[src/rtl/xem6010_template_project_core_pkg.sv]
// Shared constants and helpers for the XEM6010 host-loopback template core.
package xem6010_template_project_core_pkg;

    localparam int MEM_DATA_WIDTH  = 16;
    localparam int HOST_WORD_WIDTH = 16;
    localparam int LED_WIDTH       = 8;

    // Board LEDs are active-low, so a lit LED marks a set bit of the word count.
    function automatic logic [LED_WIDTH-1:0] led_pattern(input logic [HOST_WORD_WIDTH-1:0] count);
        return ~count[LED_WIDTH-1:0];
    endfunction

endpackage

[src/rtl/xem6010_template_project_core_fifo_sync.sv]
// Single-clock first-word-fall-through FIFO with an explicit occupancy counter.
module fifo_sync
    import xem6010_template_project_core_pkg::*;
#(
    parameter int ADDR_WIDTH = 4,
    parameter int DATA_WIDTH = MEM_DATA_WIDTH
) (
    input  logic                  clk,
    input  logic                  rst,
    input  logic                  wr_en,
    input  logic [DATA_WIDTH-1:0] wr_data,
    input  logic                  rd_en,
    output logic [DATA_WIDTH-1:0] rd_data,
    output logic [ADDR_WIDTH:0]   count,
    output logic                  full,
    output logic                  empty
);

    localparam int DEPTH = 1 << ADDR_WIDTH;
    localparam logic [ADDR_WIDTH-1:0] PTR_ONE   = 1;
    localparam logic [ADDR_WIDTH:0]   CNT_ONE   = 1;
    localparam logic [ADDR_WIDTH:0]   CNT_DEPTH = DEPTH[ADDR_WIDTH:0];

    logic [DATA_WIDTH-1:0] mem_q [DEPTH];
    logic [ADDR_WIDTH-1:0] wr_ptr_q, wr_ptr_d;
    logic [ADDR_WIDTH-1:0] rd_ptr_q, rd_ptr_d;
    logic [ADDR_WIDTH:0]   count_q, count_d;
    logic                  wr_fire;
    logic                  rd_fire;

    // A read against an empty FIFO is dropped even if a write lands the same cycle.
    always_comb begin
        full     = (count_q == CNT_DEPTH);
        empty    = (count_q == '0);
        wr_fire  = wr_en && !full;
        rd_fire  = rd_en && !empty;
        wr_ptr_d = wr_fire ? wr_ptr_q + PTR_ONE : wr_ptr_q;
        rd_ptr_d = rd_fire ? rd_ptr_q + PTR_ONE : rd_ptr_q;
        count_d  = count_q;
        case ({wr_fire, rd_fire})
            2'b10:   count_d = count_q + CNT_ONE;
            2'b01:   count_d = count_q - CNT_ONE;
            default: count_d = count_q;
        endcase
        rd_data  = empty ? '0 : mem_q[rd_ptr_q];
        count    = count_q;
    end

    always_ff @(posedge clk) begin
        if (rst) begin
            wr_ptr_q <= '0;
            rd_ptr_q <= '0;
            count_q  <= '0;
        end else begin
            wr_ptr_q <= wr_ptr_d;
            rd_ptr_q <= rd_ptr_d;
            count_q  <= count_d;
        end
    end

    // Storage is deliberately left uncleared by reset.
    always_ff @(posedge clk) begin
        if (wr_fire && !rst) begin
            mem_q[wr_ptr_q] <= wr_data;
        end
    end

endmodule

[src/rtl/xem6010_template_project_core.sv]
// Host-loopback core: pipe-in words go through a FIFO back to pipe-out, with fill levels,
// an LED word count and a single host-visible test register.
module xem6010_template_project_core
    import xem6010_template_project_core_pkg::*;
#(
    parameter int MEM_ADDR_WIDTH = 4
) (
    input  logic                       ti_clk,
    input  logic                       ti_rst_soft,
    input  logic                       a_rst_hard,
    input  logic                       s_clk,
    output logic [LED_WIDTH-1:0]       a_led,
    output logic [HOST_WORD_WIDTH-1:0] ti_in_available,
    input  logic                       ti_in_data_en,
    input  logic [HOST_WORD_WIDTH-1:0] ti_in_data,
    output logic [HOST_WORD_WIDTH-1:0] ti_out_available,
    input  logic                       ti_out_data_en,
    output logic [HOST_WORD_WIDTH-1:0] ti_out_data,
    input  logic                       ti_in_test_en,
    input  logic [HOST_WORD_WIDTH-1:0] ti_in_test,
    input  logic                       ti_out_test_en,
    output logic [HOST_WORD_WIDTH-1:0] ti_out_test
);

    localparam int DEPTH = 1 << MEM_ADDR_WIDTH;
    localparam logic [HOST_WORD_WIDTH-1:0] DEPTH_WORD = DEPTH[HOST_WORD_WIDTH-1:0];

    logic                       rst_meta_q, rst_meta_d;
    logic                       rst_sync_q, rst_sync_d;
    logic                       rst;
    logic [HOST_WORD_WIDTH-1:0] in_avail_q, in_avail_d;
    logic [HOST_WORD_WIDTH-1:0] out_avail_q, out_avail_d;
    logic [LED_WIDTH-1:0]       led_q, led_d;
    logic [HOST_WORD_WIDTH-1:0] test_q, test_d;
    logic [MEM_ADDR_WIDTH:0]    fifo_count;
    logic [HOST_WORD_WIDTH-1:0] count_word;
    logic [MEM_DATA_WIDTH-1:0]  fifo_rd_data;
    logic                       fifo_full;
    logic                       fifo_empty;
    logic                       unused_inputs;

    // s_clk is a board pin kept only so the port list matches the board top; the test
    // read strobe has no side effect on the register.
    assign unused_inputs = &{1'b0, s_clk, ti_out_test_en, fifo_full, fifo_empty};

    fifo_sync #(
        .ADDR_WIDTH (MEM_ADDR_WIDTH),
        .DATA_WIDTH (MEM_DATA_WIDTH)
    ) u_fifo (
        .clk     (ti_clk),
        .rst     (rst),
        .wr_en   (ti_in_data_en),
        .wr_data (ti_in_data),
        .rd_en   (ti_out_data_en),
        .rd_data (fifo_rd_data),
        .count   (fifo_count),
        .full    (fifo_full),
        .empty   (fifo_empty)
    );

    always_comb begin
        rst_meta_d  = a_rst_hard;
        rst_sync_d  = rst_meta_q;
        rst         = ti_rst_soft | rst_sync_q;
        count_word  = HOST_WORD_WIDTH'(fifo_count);
        in_avail_d  = DEPTH_WORD - count_word;
        out_avail_d = count_word;
        led_d       = led_pattern(count_word);
        test_d      = ti_in_test_en ? ti_in_test : test_q;
    end

    // The button synchroniser itself is never reset; it only carries the asynchronous request.
    always_ff @(posedge ti_clk) begin
        rst_meta_q <= rst_meta_d;
        rst_sync_q <= rst_sync_d;
    end

    always_ff @(posedge ti_clk) begin
        if (rst) begin
            in_avail_q  <= DEPTH_WORD;
            out_avail_q <= '0;
            led_q       <= '1;
            test_q      <= '0;
        end else begin
            in_avail_q  <= in_avail_d;
            out_avail_q <= out_avail_d;
            led_q       <= led_d;
            test_q      <= test_d;
        end
    end

    assign ti_in_available  = in_avail_q;
    assign ti_out_available = out_avail_q;
    assign a_led            = led_q;
    assign ti_out_data      = fifo_rd_data;
    assign ti_out_test      = test_q;

endmodule

[config.mk]
export PLATFORM = sky130hd
export DESIGN_NAME = xem6010_template_project_core
export DESIGN_NICKNAME = d
export VERILOG_FILES = /design/src/rtl/xem6010_template_project_core_pkg.sv /design/src/rtl/xem6010_template_project_core_fifo_sync.sv /design/src/rtl/xem6010_template_project_core.sv
export SDC_FILE = /design/constraint.sdc
export NUM_CORES = 1
export LEC_CHECK = 0
export CORE_ASPECT_RATIO = 0.5
export CORE_MARGIN = 1
export CORE_UTILIZATION = 64
export CTS_BUF_LIST = sky130_fd_sc_hd__clkbuf_4
export DETAILED_ROUTE_END_ITERATION = 10
export PLACE_DENSITY = 0.88
export SLEW_MARGIN = 15
export SYNTH_ARGS = -nofsm -noshare
export SYNTH_HDL_FRONTEND = slang
export SYNTH_SLANG_ARGS = --single-unit
[constraint.sdc]
create_clock -name ti_clk -period 5.75 [get_ports ti_clk]
set_input_delay 0.575 -clock ti_clk [delete_from_list [all_inputs] [get_ports ti_clk]]
set_output_delay 0.575 -clock ti_clk [all_outputs]
set_load 0.1 [all_outputs]
# [Yosys cells after proc, flatten, opt, wreduce, memory -nomap -nowiden]
# Memory sizes are Yosys's and may differ from the RTL's. A register that Yosys moved wholly into a read port is not among the register bits.
# Cells that the tools add are included.
[word_totals] register_bits=71 ram_bits=256 in_bits=40 out_inout_bits=72 elab_cells=35 memories=1
[memory_table] name="u_fifo.mem_q" depth=16 width=16 rd=1 rd_clocked_by_memory_dff=1 write_ports=1 line="xem6010_template_project_core_fifo_sync.sv:24" source="logic [DATA_WIDTH-1:0] mem_q [DEPTH];"
[op_classes] n_addsub=5 eq_ne=3 n_mux=6 n_bitwise=2 reduce_logical=8
[op_table] op="$mux W16" n=1
[op_table] op="$pmux W5 S2" n=1
[op_table] op="$add A4 B1 Y4 const B" n=2
[op_table] op="$mux W4" n=2
[op_table] op="$not A5 Y8" n=1
[op_table] op="$sub A5 B5 Y6 const A" n=1
[op_table] op="$add A5 B1 Y5 const B" n=1
[op_table] op="$eq A5 B5 Y1 const B" n=1
[op_table] op="$logic_not A5 Y1" n=1
[op_table] op="$sub A5 B1 Y5 const B" n=1
[op_table] op="$logic_and A1 B1 Y1" n=3
[op_table] op="$logic_not A1 Y1" n=3
[op_table] op="$eq A2 B1 Y1 const B" n=1
[op_table] op="$eq A2 B2 Y1 const B" n=1
[op_table] op="$mux W1" n=2
[op_table] op="$reduce_bool A2 Y1" n=1
[op_table] op="$or A1 B1 Y1" n=1

# [Depth between registers and ports, before layout]
# Gate-level depths: netlist of run 1.
[logic_depth] depth_word=6 ltp_mapped=16 ltp_nobuf=13

# [Modules after synthesis]
# From an unflattened synthesis of run 1, not the netlist that was laid out.
[hier_totals] hier_cells=629 hier_area_um2=11990.2
[by_module_without_submodules] mod="fifo_sync" instances=1 cells_per_inst=508 area_each_um2=10697.8 seq_area_each_um2=8027.7
[by_module_without_submodules] mod="xem6010_template_project_core" instances=1 cells_per_inst=121 area_each_um2=1292.5 seq_area_each_um2=660.6

# [Worst setup path before layout of run 1]
# No wires, ideal clock.
[synth_path] kind="reg2out" from="register u_fifo.count_q[1] (netlist: u_fifo.count[1])" to="output ti_out_data[0]" t_arrival_ns=2.861 required_ns=5.175 slack_ns=2.314 stages_incl_launch_ff=9 n_path_buf=2 cell_sequence="dfxtp_1 > buf_2 > inv_1 > ha_1 > and2_1 > ha_1 > nand2b_1 > clkbuf_1 > o21ai_1"
[synth_between] elab_chain_cells=2
[synth_lines] element="start: declaration" line="xem6010_template_project_core_fifo_sync.sv:27" source="logic [ADDR_WIDTH:0] count_q, count_d;"
[synth_lines] element="start signal: assignment" line="xem6010_template_project_core_fifo_sync.sv:57" source="count_q <= count_d;"
[synth_lines] element="$logic_not A5 Y1" line="xem6010_template_project_core_fifo_sync.sv:34" source="empty = (count_q == '0);"
[synth_lines] element="$mux W16" line="xem6010_template_project_core_fifo_sync.sv:45" source="rd_data = empty ? '0 : mem_q[rd_ptr_q];"
[synth_lines] element="end: declaration" line="xem6010_template_project_core.sv:18" source="output logic [HOST_WORD_WIDTH-1:0] ti_out_data,"
# Every way passes these cells.

# [Worst setup path after layout of run 1]
[layout_path] from="register u_fifo.count_q[1] (netlist: u_fifo.count[1])" to="output ti_out_data[14]"
# The elaborated chain is that of the path after synthesis.

==> results of run 1 <==
cell families after synthesis:
| logic type | after synthesis | synth area share |
|---|---|---|
| flops | 306 | 0.716 |
| other cells | 2 | 0.000619 |
| xor+xnor | 12 | 0.00866 |
| fa+ha+maj | 11 | 0.0113 |
| mux | 138 | 0.124 |
| buf+inv | 79 | 0.0441 |
| simple gates | 124 | 0.0463 |
| compound gates | 83 | 0.0486 |
flip-flops by register name, indices dropped and copies added, names as in the netlist, named ones only:
signal	cells
u_fifo.mem_q	256
ti_out_test	16
ti_in_available	6
a_led	5
u_fifo.count	5
ti_out_available	4
u_fifo.rd_ptr_q	4
u_fifo.wr_ptr_q	4
rst_meta_q	1
rst_sync_q	1
through the flow:
step | std cells | util | worst slack (ps)
CTS | 1171 | 0.753 | 853
detailed placement | 1064 | 0.710 | 1540
finish | 1171 | 0.754 | 884
global route | 1171 | 0.754 | 693
floorplan | 767 | - | 2310
global placement | 1064 | 0.710 | 1610
area by class of cell:
class | instances | area share
flip-flops and latches | 306 | 0.623
multi-input cells | 382 | 0.218
repair buffers | 106 | 0.0750
clock buffers | 98 | 0.0528
well taps | 259 | 0.0232
clock inverters | 9 | 0.00440
inverters | 11 | 0.00296
power breakdown:
group,internal (mW),switching [mW],leakage [nW]
registers,2.41,0.0145,2.71
clock network,0.819,0.794,0.483
logic,0.100,0.270,1.42
total,3.33,1.08,4.61
per-layer routing:
| layer | track usage | up-vias | part of all wire |
|---|---|---|---|
| li1 | - | 3092 | - |
| met1 | 0.345 | 3398 | 0.40 |
| met2 | 0.428 | 404 | 0.47 |
| met3 | 0.0855 | 46 | 0.11 |
| met4 | 0.0906 | 0 | 0.017 |
| met5 | 0 | - | 0 |
how the worst max path moves through the flow:
stage / endpoint / startpoint / cells after the start / slack [ps]
after detailed placement: ti_out_data[6] / u_fifo.count[1] / 9 / 1540
final: ti_out_data[14] / u_fifo.count[1] / 9 / 880
after CTS: ti_out_data[6] / u_fifo.count[1] / 9 / 850
after global placement: ti_out_data[6] / u_fifo.count[1] / 9 / 1610
after global routing: ti_out_data[6] / u_fifo.count[1] / 9 / 690
after floorplan: ti_out_data[0] / u_fifo.count[1] / 8 / 2310
worst register-to-register path, delay by kind of cell (launching register included):
| kind | cells | cell delay, ps |
|---|---|---|
| AND/OR/NAND/NOR | 2 | 680 |
| buffers and inverters | 2 | 240 |
| adder cells (fa/ha/maj) | 4 | 970 |
| flip-flops | 1 | 470 |
| XOR/XNOR | 1 | 200 |
| AO/OA/AOI/OAI | 4 | 850 |
placed cells by master, fill, tap and decap left out, types with 3 or more instances in the layout:
| cell | count |
|---|---|
| and2_1 | 3 |
| buf_4 | 10 |
| inv_1 | 11 |
| conb_1 | 14 |
| xor2_1 | 10 |
| dfxtp_1 | 49 |
| nor2_4 | 5 |
| clkdlybuf4s50_1 | 95 |
| mux4_2 | 10 |
| nand2b_1 | 10 |
| nor2_2 | 6 |
| nor3_2 | 4 |
| clkinv_1 | 6 |
| o21ai_1 | 16 |
| clkbuf_4 | 98 |
| mux2i_1 | 127 |
| nand3_1 | 21 |
| nand2_1 | 26 |
| edfxtp_1 | 256 |
| ha_1 | 11 |
| nor2_1 | 37 |
| a221oi_1 | 4 |
| a22oi_1 | 49 |
| o21ai_0 | 3 |
==> summary.txt, run 1 <==
Routed WL per cell = 21.9 µm
CTS Buffer Depth = 3
yosys warns = 0
Worst R2R Path Depth = 13
crit-path leading delay family = buffers and inverters
pin slew with the least headroom to its limit = 1270 ps
clk slew on worst S/H paths = 70 ps
Synth area leader = edfxtp_1
clock latency on the worst-skew pair = 670 ps
CTS tree = done
synth cell count leaders = 256 x edfxtp_1, 127 x mux2i_1, 50 x dfxtp_1
CP peak stage delay = 1150 ps
Layout Skew = 55.7 ps
# clock sinks = 306
Overflow after GRT = 0
post_cts resized = 0
TNS Setup = 0 ps
WP data required = 5180 ps
chip height = 99.4 µm
hold-fix buffer count after cts = 0
number of synthesized flops with an enable pin = 256
gr usage total = 0.265
Pwr per Cell Area = 316 mW/mm²
synth top area cells = edfxtp_1 63%, mux2i_1 10%, dfxtp_1 8.2%, a22oi_1 3.0%, mux4_2 1.9%
final-stage net count = 924
initial DRC count = 678
mapped cell area = 0.0121 mm²
Synth Flop Type = edfxtp_1
area delta synth->final = 14.9%
Rows = 35
hold_sp = rst_meta_q
worst hold endpoint = rst_sync_q
Startpoint Class = flip-flop
Final Cell Area = 0.0139 mm²
critical path class = reg2out
WP buf/inv = 2
fmax = 0.206 GHz
fin. max-slew vios = 0
vias in the first global route = 7116
Port Buf Inserts = 95
Core Area = 0.0185 mm²
endpoints failing setup = 0
Worst Hold Class = reg2reg
Worst path most repeated cell = ha_1
initial antenna violation count = 0
Die ar. = 0.0195 mm²
Register Area = 0.00869 mm²
MaxCap Viol Count = 0
WHS = 329 ps
placed wire-length estimate = 13900 µm
DR pass1 iterations = 5
maximum vdd drop = 0.188 mV
Synth Register Bits = 306
Cells on Worst Hold Path = 0
reg-to-reg endpoint = u_fifo.count[4]
status = finished, final reports clean
most frequent cell after synthesis = edfxtp_1
area fraction of the dominant cell type after synthesis = 0.634
P_leak = 4.61 nW
CP max stage cell = clkdlybuf4s50_1
Avg Cell Area, Syn = 16.1 µm²
Die Width = 197 µm
CTS buffer count = 66
Max-slew headroom = 0.154
# H-tree levels = 3
IO Pins = 112
gpl congestion = 0.760
crit path time final = 4870 ps
Clk Tree Root Cell = clkbuf_4
Final Cycle Share = 0.846
R2R Setup Slk = 2210 ps
Tot Pwr = 4.41 mW
unrepaired setup endpoints after global routing = false
# DRC = 0
total number of vias = 6940
Post-CTS Setup Inserts = 0
critical-path cell list = inv_1 -> ha_1 -> and2_1 -> ha_1 -> nand2b_1 -> a221oi_2 -> o21ai_1 -> nand2_1 -> clkdlybuf4s50_1
fraction of layout cells with a size suffix above 1 = 0.156
first-pass GRT wire length = 38100 µm
Post-Syn Instances = 755
worst path arrival time = 4290 ps
RR Startpoint = u_fifo.count[1]
final WL = 25600 µm
n_diodes = 0
fillcell total = 1061
post-route ant nets = 0
largest net degree at the start of global routing = 54
critical path endpoint category = primary output
vias per cell = 5.93
initial core utilization = 0.657
Final Hold Fails = 0
fraction of registers with async set/reset = 0
count of cell types in the netlist = 42
area of the multi-input gates = 0.00304 mm²
register area share after synthesis = 0.716
worst-path maximum fanout = 16
Post-DP Area = 0.0131 mm²
No activity file was read; power rests on OpenSTA's default activity.
==> inputs of run 2 (changes only) <==
--- a/config.mk
+++ b/config.mk
@@ -7,10 +7,10 @@
 export LEC_CHECK = 0
 export CORE_ASPECT_RATIO = 0.5
 export CORE_MARGIN = 1
-export CORE_UTILIZATION = 64
+export CORE_UTILIZATION = 54
 export CTS_BUF_LIST = sky130_fd_sc_hd__clkbuf_4
 export DETAILED_ROUTE_END_ITERATION = 10
-export PLACE_DENSITY = 0.88
+export PLACE_DENSITY = 0.79
 export SLEW_MARGIN = 15
 export SYNTH_ARGS = -nofsm -noshare
 export SYNTH_HDL_FRONTEND = slang
==> constraint.sdc (replaced) <==
create_clock -name ti_clk -period 4.3 [get_ports ti_clk]
set_input_delay 0.43 -clock ti_clk [delete_from_list [all_inputs] [get_ports ti_clk]]
set_output_delay 0.43 -clock ti_clk [all_outputs]
set_load 0.1 [all_outputs]
==> summary.txt, run 2 (same netlist as run 1, synthesis figures left out) <==
status = finished, final reports clean (unchanged)
TNS Setup = 0 ps (unchanged)
Port Buf Inserts = 95 (unchanged)
final WL = 26200 µm (was 25600 µm)
post-route ant nets = 0 (unchanged)
unrepaired setup endpoints after global routing = false (unchanged)
pin slew with the least headroom to its limit = 1090 ps (was 1270 ps)
CTS buffer count = 69 (was 66)
post_cts resized = 0 (unchanged)
largest net degree at the start of global routing = 46 (was 54)
vias in the first global route = 7049 (was 7116)
Worst path most repeated cell = ha_1 (unchanged)
critical-path cell list = inv_1 -> ha_1 -> and2_1 -> ha_1 -> nand2b_1 -> a221oi_1 -> o21ai_1 -> nand2_1 -> buf_4 (was inv_1 -> ha_1 -> and2_1 -> ha_1 -> nand2b_1 -> a221oi_2 -> o21ai_1 -> nand2_1 -> clkdlybuf4s50_1)
clk slew on worst S/H paths = 60 ps (was 70 ps)
clock latency on the worst-skew pair = 670 ps (about the same)
CP max stage cell = nand2b_1 (was clkdlybuf4s50_1)
Die ar. = 0.0231 mm² (was 0.0195 mm²)
Routed WL per cell = 21.1 µm (was 21.9 µm)
RR Startpoint = u_fifo.count[1] (unchanged)
WP data required = 3870 ps (was 5180 ps)
# H-tree levels = 3 (unchanged)
initial DRC count = 629 (was 678)
P_leak = 4.81 nW (was 4.61 nW)
Die Width = 214 µm (was 197 µm)
worst setup path start = u_fifo.count[1] (unchanged)
Rows = 38 (was 35)
fmax = 0.254 GHz
IO Pins = 112 (unchanged)
fin. max-slew vios = 0 (unchanged)
worst setup path end = ti_out_data[11] (was ti_out_data[14])
DR pass1 iterations = 5 (unchanged)
endpoints failing setup = 0 (unchanged)
Max-slew headroom = 0.273 (was 0.154)
Final Cycle Share = 0.914
Top reg by flops = u_fifo.mem_q (unchanged)
CP peak stage delay = 670 ps (was 1150 ps)
first-pass GRT wire length = 38800 µm (was 38100 µm)
reg-to-reg endpoint = u_fifo.count[4] (unchanged)
Worst Hold Class = in2reg (was reg2reg)
# clock sinks = 306 (unchanged)
CTS tree = done (unchanged)
most common cell after layout, fill and taps aside = edfxtp_1 (unchanged)
max FFs per register = 256 (unchanged)
Post-DP Area = 0.0132 mm² (was 0.0131 mm²)
Core Area = 0.0219 mm² (was 0.0185 mm²)
R2R Setup Slk = 960 ps (was 2210 ps)
dpl cells = 1122 (was 1064)
fin cells = 1242 (was 1171)
placed wire-length estimate = 14600 µm (was 13900 µm)
highest-count cells in the layout ignoring fill and taps = 256 x edfxtp_1, 127 x mux2i_1, 112 x clkbuf_4 (was 256 x edfxtp_1, 127 x mux2i_1, 98 x clkbuf_4)
# DRC = 0 (unchanged)
Overflow after GRT = 0 (unchanged)
hold_sp = a_rst_hard (was rst_meta_q)
initial core utilization = 0.555 (was 0.657)
Pwr per Cell Area = 435 mW/mm² (was 316 mW/mm²)
final-stage net count = 944 (was 924)
gr usage total = 0.228 (was 0.265)
Final Cell Area = 0.0142 mm² (was 0.0139 mm²)
MaxCap Viol Count = 0 (unchanged)
hold-fix buffer count after cts = 0 (unchanged)
CTS Buffer Depth = 3 (unchanged)
total number of vias = 6972 (was 6940)
gpl congestion = 0.740 (was 0.760)
critical path class = reg2out (unchanged)
Startpoint Class = flip-flop (unchanged)
Clk Tree Root Cell = clkbuf_4 (unchanged)
chip height = 108 µm (was 99.4 µm)
Worst R2R Path Depth = 12 (was 13)
area delta synth->final = 17.1% (was 14.9%)
WHS = 260 ps (was 329 ps)
post-route worst setup slack = 369 ps (was 884 ps)
worst-path maximum fanout = 16 (unchanged)
maximum vdd drop = 0.222 mV (was 0.188 mV)
Layout Skew = 45.7 ps (was 55.7 ps)
worst path arrival time = 3500 ps (was 4290 ps)
crit path time final = 3930 ps
initial antenna violation count = 1 (was 0)
fraction of layout cells with a size suffix above 1 = 0.192 (was 0.156)
worst slack at placement = 943 ps (was 1540 ps)
critical path endpoint category = primary output (unchanged)
Final Hold Fails = 0 (unchanged)
vias per cell = 5.61 (was 5.93)
Post-CTS Setup Inserts = 0 (unchanged)
## run 2: final cells by class
cell class | count | area (µm²)
Inverter | 11 | 41.3
Timing Repair Buffer | 123 | 1150
Clock buffer | 112 | 841
Antenna cell | 1 | 2.50
Tap cell | 300 | 375
Sequential cell | 306 | 8690
Clock inverter | 7 | 114
Fill cell | 1536 | 7670
Multi-Input combinational cell | 382 | 2990
## run 2: worst min-delay path by stage
stage               cells after the start         end
global route                            1  rst_meta_q
finish                                  1  rst_meta_q
floorplan                               0  rst_sync_q
detailed placement                      0  rst_sync_q
CTS                                     1  rst_meta_q
global placement                        0  rst_sync_q
## run 2: critical path: cells and delay by family (launching register included)
| family | cells | cell delay [ps] |
|---|---|---|
| adders and majority gates | 2 | 440 |
| buffers and inverters | 2 | 400 |
| and+or+nand+nor | 3 | 960 |
| DFF | 1 | 480 |
| AOI/OAI and AO/OA | 2 | 590 |
## run 2: layer usage
| layer | vias up | global-route usage | routed length (µm) |
|---|---|---|---|
| met5 | - | 0 | 0 |
| met4 | 0 | 0.0848 | 548 |
| met3 | 49 | 0.0608 | 2170 |
| met2 | 340 | 0.358 | 12100 |
| met1 | 3440 | 0.309 | 11300 |
| li1 | 3143 | - | - |
## run 2: power by group
group | internal [mW] | switching [mW]
combinational | 0.132 | 0.359
sequential | 3.23 | 0.0194
clock | 1.35 | 1.09
total | 4.71 | 1.47
## run 2: through the flow
stage	power [mW]	utilization
2_1_floorplan	3.68	-
3_3_place_gp	3.79	0.606
3_5_place_dp	3.80	0.606
4_1_cts	6.23	0.649
5_1_grt	6.39	0.649
6_report	6.18	0.649
==> inputs of run 3 (changes only) <==
==> constraint.sdc (replaced) <==
create_clock -name ti_clk -period 3.5 [get_ports ti_clk]
set_input_delay 0.35 -clock ti_clk [delete_from_list [all_inputs] [get_ports ti_clk]]
set_output_delay 0.35 -clock ti_clk [all_outputs]
set_load 0.1 [all_outputs]
==> summary.txt, run 3 (same netlist as run 1, synthesis figures left out) <==
status = finished, final reports clean (unchanged)
Post-CTS Setup Inserts = 0 (unchanged)
max FFs per register = 256 (unchanged)
final-stage net count = 952 (was 944)
Overflow after GRT = 0 (unchanged)
Comb power frac = 0.089 (was 0.079)
WP data required = 3150 ps (was 3870 ps)
vias per cell = 5.50 (was 5.61)
Top reg by flops = u_fifo.mem_q (unchanged)
TNS Setup = 0 ps (unchanged)
sequential power share = 0.535 (was 0.525)
# H-tree levels = 3 (unchanged)
endpoints failing setup = 0 (unchanged)
Routed WL per cell = 20.0 µm (was 21.1 µm)
initial core utilization = 0.555 (unchanged)
P_leak = 4.87 nW (was 4.81 nW)
gr usage total = 0.219 (was 0.228)
Rows = 38 (unchanged)
highest-count cells in the layout ignoring fill and taps = 256 x edfxtp_1, 127 x mux2i_1, 102 x clkbuf_4 (was 256 x edfxtp_1, 127 x mux2i_1, 112 x clkbuf_4)
# DRC = 0 (unchanged)
first-pass GRT wire length = 37800 µm (was 38800 µm)
vias in the first global route = 6927 (was 7049)
worst-path maximum fanout = 14 (was 16)
worst path arrival time = 2960 ps (was 3500 ps)
# clock sinks = 306 (unchanged)
placed wire-length estimate = 14900 µm (was 14600 µm)
MaxCap Viol Count = 0 (unchanged)
CTS Buffer Depth = 3 (unchanged)
Post-DP Area = 0.0135 mm² (was 0.0132 mm²)
Final Hold Fails = 0 (unchanged)
clock power share = 0.376 (was 0.396)
Final Cell Area = 0.0144 mm² (was 0.0142 mm²)
fraction of layout cells with a size suffix above 1 = 0.192 (about the same)
fmax = 0.302 GHz
post-route worst setup slack = 190 ps (was 369 ps)
critical path class = reg2out (unchanged)
post-route ant nets = 0 (unchanged)
Pwr per Cell Area = 517 mW/mm² (was 435 mW/mm²)
hold-fix buffer count after cts = 0 (unchanged)
Layout Skew = 27.1 ps (was 45.7 ps)
Tot Pwr = 7.44 mW (was 6.18 mW)
initial DRC count = 550 (was 629)
clk slew on worst S/H paths = 90 ps (was 60 ps)
Die Width = 214 µm (unchanged)
final WL = 24900 µm (was 26200 µm)
critical path endpoint category = primary output (unchanged)
gpl congestion = 0.759 (was 0.740)
CTS tree = done (unchanged)
largest net degree at the start of global routing = 51 (was 46)
area delta synth->final = 18.6% (was 17.1%)
clock latency on the worst-skew pair = 680 ps (was 670 ps)
Switching Fraction = 0.241 (was 0.238)
NetSw = 1.79 mW (was 1.47 mW)
unrepaired setup endpoints after global routing = false (unchanged)
Port Buf Inserts = 95 (unchanged)
Core Area = 0.0219 mm² (unchanged)
Die ar. = 0.0231 mm² (unchanged)
crit path time final = 3310 ps
Final Cycle Share = 0.946
Worst Hold Class = in2reg (unchanged)
pin slew with the least headroom to its limit = 1040 ps (was 1090 ps)
worst slack at placement = 462 ps (was 943 ps)
total number of vias = 6863 (was 6972)
WHS = 111 ps (was 260 ps)
P_int = 5.65 mW (was 4.71 mW)
IO Pins = 112 (unchanged)
CTS buffer count = 68 (was 69)
DR pass1 iterations = 5 (unchanged)
Startpoint Class = flip-flop (unchanged)
most common cell after layout, fill and taps aside = edfxtp_1 (unchanged)
Max-slew headroom = 0.307 (was 0.273)
maximum vdd drop = 0.354 mV (was 0.222 mV)
Clk Tree Root Cell = clkbuf_4 (unchanged)
chip height = 108 µm (unchanged)
fin. max-slew vios = 0 (unchanged)
initial antenna violation count = 1 (unchanged)
run 3: changes by cell type in the layout (fill, tap and decap cells not counted), moves of 2 or more:
cell,change
clkbuf_4,-10
clkinv_2,+2
buf_12,+16
buf_4,-7
diode_2,+2
clkinv_1,+5
run 3: stage by stage:
stage | utilization | instances
after floorplan | - | 767
after global placement | 0.618 | 1131
after detailed placement | 0.618 | 1131
after CTS | 0.658 | 1245
after global routing | 0.658 | 1247
final | 0.658 | 1248
run 3: power groups by stage:
stage / logic (mW) / registers (mW) / clock network, mW
after floorplan: 0.392 / 4.12 / 0
after global placement: 0.652 / 4.06 / 0
after detailed placement: 0.663 / 4.06 / 0
after CTS: 0.665 / 3.98 / 2.87
after global routing: 0.696 / 3.98 / 3.05
final: 0.664 / 3.98 / 2.79
run 3: final timing paths:
check,from,to,slack [ps],cells after the start
min,a_rst_hard,rst_meta_q,110,1
max reg2reg,u_fifo.count[1],u_fifo.count[4],430,12
max,flip-flop,ti_out_data[0],190,6
min reg2reg,rst_meta_q,rst_sync_q,350,0
run 3: layout make-up:
cell class                 instances  area (µm²)
sequential                       306        8690
fill                            1506        7480
multi-input combinational        382        2990
timing repair buffer             132        1410
clock buffer                     102         766
tap                              300         375
clock inverter                    12         104
inverter                          11        41.3
antenna                            3        7.51
run 3: routing by layer:
layer  vias up  part of all wire  wire [µm]  GRT usage
met5         -                 0          0          0
met4         0             0.013        321     0.0668
li1       3157                 -          -          -
met2       256              0.49      12100      0.363
met1      3421              0.43      10700      0.285
met3        29             0.071       1780     0.0624
run 3: critical path, cell delays in order, from the launching register on:
cell and delay, ps:
dfxtp_1 760, nor2b_2 600, buf_4 330, a22oi_1 120, nand3_1 160, o21ai_1 130, buf_12 190
run 3: repair_timing:
action,CTS,global route
pin swaps,0,0
setup endpoints to repair,11,5
gates cloned,0,0
gates resized for setup,1,1
